--- src/rtl/wash_plant_sensor.sv ---
// Plant/responder model for the washing-machine controller: water level, wash/spin timers,
// fill watchdog and a sticky fault monitor, all driven by the controller's actuator commands.
module wash_plant_sensor #(
    parameter int unsigned LEVEL_W     = 8,
    parameter int unsigned FULL_LEVEL  = 200,
    parameter int unsigned FILL_RATE   = 4,
    parameter int unsigned DRAIN_RATE  = 8,
    parameter int unsigned TIMER_W     = 16,
    parameter int unsigned CYCLE_TICKS = 1000,
    parameter int unsigned SPIN_TICKS  = 500,
    parameter int unsigned WDOG_TICKS  = 4096
) (
    input  logic               clk,
    input  logic               reset,
    input  logic               door_lock,
    input  logic               fill_valve_on,
    input  logic               drain_valve_on,
    input  logic               motor_on,
    output logic               filled,
    output logic               drained,
    output logic               cycle_timeout,
    output logic               spin_timeout,
    output logic [LEVEL_W-1:0] level,
    output logic [2:0]         phase,
    output logic               fault
);

    typedef enum logic [2:0] {
        StIdle     = 3'd0,
        StFilling  = 3'd1,
        StWashing  = 3'd2,
        StDraining = 3'd3,
        StSpinning = 3'd4,
        StFault    = 3'd7
    } phase_e;

    // Level arithmetic is one bit wider so the clamps see the true sum/difference.
    localparam logic [LEVEL_W:0]   FullExt   = (LEVEL_W + 1)'(FULL_LEVEL);
    localparam logic [LEVEL_W:0]   FillExt   = (LEVEL_W + 1)'(FILL_RATE);
    localparam logic [LEVEL_W:0]   DrainExt  = (LEVEL_W + 1)'(DRAIN_RATE);
    localparam logic [TIMER_W-1:0] CycleMax  = TIMER_W'(CYCLE_TICKS);
    localparam logic [TIMER_W-1:0] SpinMax   = TIMER_W'(SPIN_TICKS);
    localparam logic [TIMER_W-1:0] WdogLast  = TIMER_W'(WDOG_TICKS - 1);
    localparam logic [TIMER_W-1:0] TimerOne  = TIMER_W'(1);

    logic [LEVEL_W-1:0] level_q, level_d;
    logic [TIMER_W-1:0] cycle_q, cycle_d;
    logic [TIMER_W-1:0] spin_q, spin_d;
    logic [TIMER_W-1:0] wdog_q, wdog_d;
    logic               fault_q;
    phase_e             phase_q, phase_d;

    logic [LEVEL_W:0]   level_ext;
    logic [LEVEL_W:0]   fill_sum;
    logic [LEVEL_W:0]   fill_next;
    logic [LEVEL_W:0]   drain_next;
    logic               at_full;
    logic               at_empty;
    logic               below_full;
    logic               valve_clash;
    logic               door_violation;
    logic               wdog_hit;
    logic               fault_cond;

    always_comb begin
        level_ext  = {1'b0, level_q};
        fill_sum   = level_ext + FillExt;
        fill_next  = (fill_sum > FullExt) ? FullExt : fill_sum;
        drain_next = (level_ext > DrainExt) ? (level_ext - DrainExt) : '0;
        at_full    = (level_ext == FullExt);
        at_empty   = (level_q == '0);
        below_full = (level_ext < FullExt);
    end

    always_comb begin
        valve_clash    = fill_valve_on && drain_valve_on;
        door_violation = !door_lock && (fill_valve_on || drain_valve_on || motor_on);
        // Expiry is flagged on the clock that would make the count reach WDOG_TICKS.
        wdog_hit       = fill_valve_on && below_full && (wdog_q == WdogLast);
        fault_cond     = valve_clash || door_violation || wdog_hit;
    end

    always_comb begin
        level_d = level_q;
        case ({fill_valve_on, drain_valve_on})
            2'b10:   level_d = fill_next[LEVEL_W-1:0];
            2'b01:   level_d = drain_next[LEVEL_W-1:0];
            default: level_d = level_q;
        endcase
    end

    always_comb begin
        cycle_d = '0;
        if (motor_on) begin
            cycle_d = (cycle_q == CycleMax) ? cycle_q : cycle_q + TimerOne;
        end

        spin_d = '0;
        if (drain_valve_on && at_empty) begin
            spin_d = (spin_q == SpinMax) ? spin_q : spin_q + TimerOne;
        end

        wdog_d = '0;
        if (fill_valve_on && below_full) begin
            wdog_d = wdog_q + TimerOne;
        end
    end

    always_comb begin
        phase_d = StIdle;
        if (fill_valve_on) begin
            phase_d = StFilling;
        end else if (motor_on) begin
            phase_d = StWashing;
        end else if (drain_valve_on) begin
            phase_d = at_empty ? StSpinning : StDraining;
        end
    end

    // Once faulted, everything freezes until reset; a new fault also suppresses that clock's update.
    always_ff @(posedge clk or negedge reset) begin
        if (!reset) begin
            level_q <= '0;
            cycle_q <= '0;
            spin_q  <= '0;
            wdog_q  <= '0;
            fault_q <= 1'b0;
            phase_q <= StIdle;
        end else if (!fault_q) begin
            if (fault_cond) begin
                fault_q <= 1'b1;
                phase_q <= StFault;
            end else begin
                level_q <= level_d;
                cycle_q <= cycle_d;
                spin_q  <= spin_d;
                wdog_q  <= wdog_d;
                phase_q <= phase_d;
            end
        end
    end

    always_comb begin
        level         = level_q;
        phase         = phase_q;
        fault         = fault_q;
        filled        = at_full && !fault_q;
        drained       = at_empty && !fault_q;
        cycle_timeout = (cycle_q == CycleMax) && !fault_q;
        spin_timeout  = (spin_q == SpinMax) && !fault_q;
    end

endmodule

--- config.mk ---
export PLATFORM = sky130hd
export DESIGN_NAME = wash_plant_sensor
export DESIGN_NICKNAME = d
export VERILOG_FILES = /design/src/rtl/wash_plant_sensor.sv
export SDC_FILE = /design/constraint.sdc
export NUM_CORES = 1
export LEC_CHECK = 0
export CAP_MARGIN = 0
export CORE_ASPECT_RATIO = 0.6
export CORE_MARGIN = 3
export CORE_UTILIZATION = 59
export DETAILED_ROUTE_END_ITERATION = 12
export PLACE_DENSITY = 0.79
export SKIP_CTS_REPAIR_TIMING = 1
export SLEW_MARGIN = 20
export SYNTH_ARGS = -nofsm -noshare
export SYNTH_HDL_FRONTEND = slang
export SYNTH_SLANG_ARGS = --single-unit
--- constraint.sdc ---
create_clock -name clk -period 3.09 [get_ports clk]
set_clock_uncertainty 0.05 [all_clocks]
set_input_delay 0.618 -clock clk [delete_from_list [all_inputs] [get_ports clk]]
set_output_delay 0.618 -clock clk [all_outputs]
set_load 0.005 [all_outputs]
==> results.yml, run 1 <==
worst_setup_path:
  cpMaxStageDelayCell: "clkdlybuf4s50_1"
  worstRegToRegCells: 8
  r2r_slack_ns: 0.51
  path_cells: "nor4b_1, nand4_1, nor4b_1, clkdlybuf4s50_1"
  crit_type: "register to primary output"
  arrival_ns: 2.13
  required_ns: 2.42
  worstReg2RegEnd: "cycle_q[11]"
  cp_max_fo: 5
  path_buf_inv: 1
  cp-end-kind: "primary output"
  reg2reg_from: "wdog_q[0]"
  worst_path_largest_cell_delay_ns: 0.56
  path_common_cell: "nor4b_1"
  critPathTopFamily: "simple AND/OR/NAND/NOR gates"
  start_kind: "register"
drt:
  vias: 3044
  drc: 0
  wl_per_cell_um: 15.35
  via_per_inst: 5.957
  drt_first_pass_iters: 6
  wl_um: 7845
  ant_nets: 0
  drtIter0Drc: 258
timing:
  post-route-min-period_ns: 2.803
  tightest_slew_ns: 0.7265
  hold_violations: 0
  slew_headroom_pct: 51.57
  layout_setup_ws_ns: 0.2874
  rsz0062_at_grt: "false"
  max_freq_ghz: 0.3568
  finalSetupViolCount: 0
  slew_viol_final: 0
  fin_crit_sh_pct: 90.70
  hold_slack_ns: 0.3593
  setup-tns-final_ns: 0
power:
  swShare_pct: 27.75
  clkPwrFrac_pct: 37.4
  p_sw_w: 0.0004717
  p_int_w: 0.001228
  power.leakage_nw: 1.712
  power_density_nw_per_um2: 427.0
  ir_drop_uv: 221.7
  seqPwrFrac_pct: 49.9
  p_comb_share_pct: 12.8
floorplanning:
  start_util_pct: 62.19
  io_pins: 22
  die_area_um2: 6977
  die_height_um: 65.91
  rows: 21
  dieWidth_um: 105.9
  coreArea_um2: 5675
logic_synthesis:
  netlist_instances: 404
  synthArstFlopShare_pct: 100.0
  ys_seq_area_share_pct: 41.12
  synth-seq-cells: 58
  yosysTopAreaCellShare_pct: 41.12
  yosysMostFrequentCell: "dfrtp_1"
  ys_warn_count: 0
  synth_common_cells: "dfrtp_1, nor2_1, nand2_1"
  synthFlopType: "dfrtp_1"
  synth_top_area_cell: "dfrtp_1"
  synth.area.top_cells: "dfrtp_1, nor2_1, ha_1, xor2_1, nand3_1"
  synth_edf_count: 0
  syn_avg_cell_area_um2: 8.737
  synth_area_um2: 3530
  ys_types: 54
status:
  status: "finished clean"
global_route:
  grt_pass1_wl_um: 13510
  antenna_found_initial: 0
  grt_max_degree: 59
  grt_usage_pct: 24.57
  grt-ovfl-total: 0
  grt_pass1_vias: 2783
clocking:
  root_buffer: "clkbuf_8"
  clk_latency_ns: 0.34
  cts_tree: "done"
  path_clk_slew_ns: 0.07
  clock_path_buffers: 2
  htree_levels: 3
  clkSinkCount: 58
  cts_buffers: 9
cells_and_area:
  drive_gt1_share_pct: 8.585
  final_util_pct: 70.13
  stdcell_area_um2: 3980
  syn2layout_area_growth_pct: 12.76
  diodes: 0
  layout.nets: 447
hold_path:
  hp-class: "input pin to async pin"
placed_design:
  hpwl_um: 5657
  place_ws_ns: 0.09687
  place.gp.congestion: 0.8749
  dpl-instance-area_um2: 3799
  port_buffers: 19
flow_run:
  maxCapViolations: 0
==> power by group through the flow <==
stage / Sequential, W / Combinational, W / Clock, W
2_1_floorplan: 0.000840 / 0.000142 / 0
3_3_place_gp: 0.000858 / 0.000209 / 0
3_5_place_dp: 0.000859 / 0.000216 / 0
4_1_cts: 0.000845 / 0.000217 / 0.000653
5_1_grt: 0.000852 / 0.000242 / 0.000685
6_report: 0.000847 / 0.000217 / 0.000635
==> state kept, by name (all words and copies together) (netlist names) <==
| signal | count |
|---|---|
| wdog_q | 16 |
| cycle_q | 16 |
| fault | 1 |
| spin_q | 16 |
| phase | 3 |
| level | 6 |
==> how the worst max path moves through the flow <==
stage | endpoint | cells past startpoint | slack, ns | start
after floorplan | cycle_q[15] | 9 | 0.78 | fill_valve_on
after global placement | cycle_q[11] | 10 | 0.20 | fill_valve_on
after detailed placement | cycle_q[11] | 10 | 0.1 | fill_valve_on
after CTS | cycle_timeout | 4 | 0.28 | cycle_q[4]
after global routing | cycle_timeout | 4 | 0.10 | cycle_q[4]
final | cycle_timeout | 4 | 0.29 | cycle_q[4]
==> per-layer routing <==
layer / global-route usage, % / wire length [µm] / vias to the layer above
li1: - / - / 1472
met1: 34.77 / 3849 / 1468
met2: 38.02 / 3456 / 92
met3: 5.951 / 462 / 12
met4: 6.624 / 76 / 0
met5: 0 / 0 / -
==> cell type report <==
| class | count | area (µm²) |
|---|---|---|
| multi-input combinational | 312 | 1923 |
| fill | 467 | 1695 |
| sequential | 58 | 1451 |
| timing repair buffer | 30 | 267.8 |
| clock buffer | 12 | 155.1 |
| tap | 80 | 100.1 |
| inverter | 15 | 56.30 |
| clock inverter | 4 | 26.28 |
==> placed cells by master (no fill, tap or decap), types with 11 or more instances in the layout <==
cell type	n
and3_1	12
buf_4	11
clkbuf_8	11
clkdlybuf4s50_1	18
dfrtp_1	58
ha_1	15
inv_1	14
nand2_1	34
nand3_1	29
nand4_1	18
nor2_1	56
nor3_1	12
o21ai_0	22
xor2_1	20
==> worst register-to-register path, cell delays in order (launching register included) <==
cell     delay (ns)
dfrtp_1        0.40
ha_1           0.25
nand3_1        0.18
nor3_1         0.46
a21oi_2        0.23
inv_2          0.23
nor2_1         0.13
or4_1          0.51
nand2_1        0.08
==> cell families after synthesis <==
family,count (synthesis),synth area share (%)
adder cells (fa/ha/maj),15,5.317
AO/OA/AOI/OAI,61,11.17
buffers and inverters,35,4.502
AND/OR/NAND/NOR,204,30.34
other,1,0.1062
XOR/XNOR,30,7.444
flip-flops,58,41.12
==> through the flow <==
stage / std cells / total power [W]
finish: 511 / 0.001700
global route: 511 / 0.001780
CTS: 511 / 0.001715
detailed placement: 495 / 0.001075
global placement: 495 / 0.001068
floorplan: 405 / 0.0009813
No activity file was read; power rests on OpenSTA's default activity.
==> inputs of run 2 (changes only) <==
- SETUP_SLACK_MARGIN: not set -> 0.05
==> results of run 2 <==
No change in the layout: final DEF, timing and power equal those of run 1.
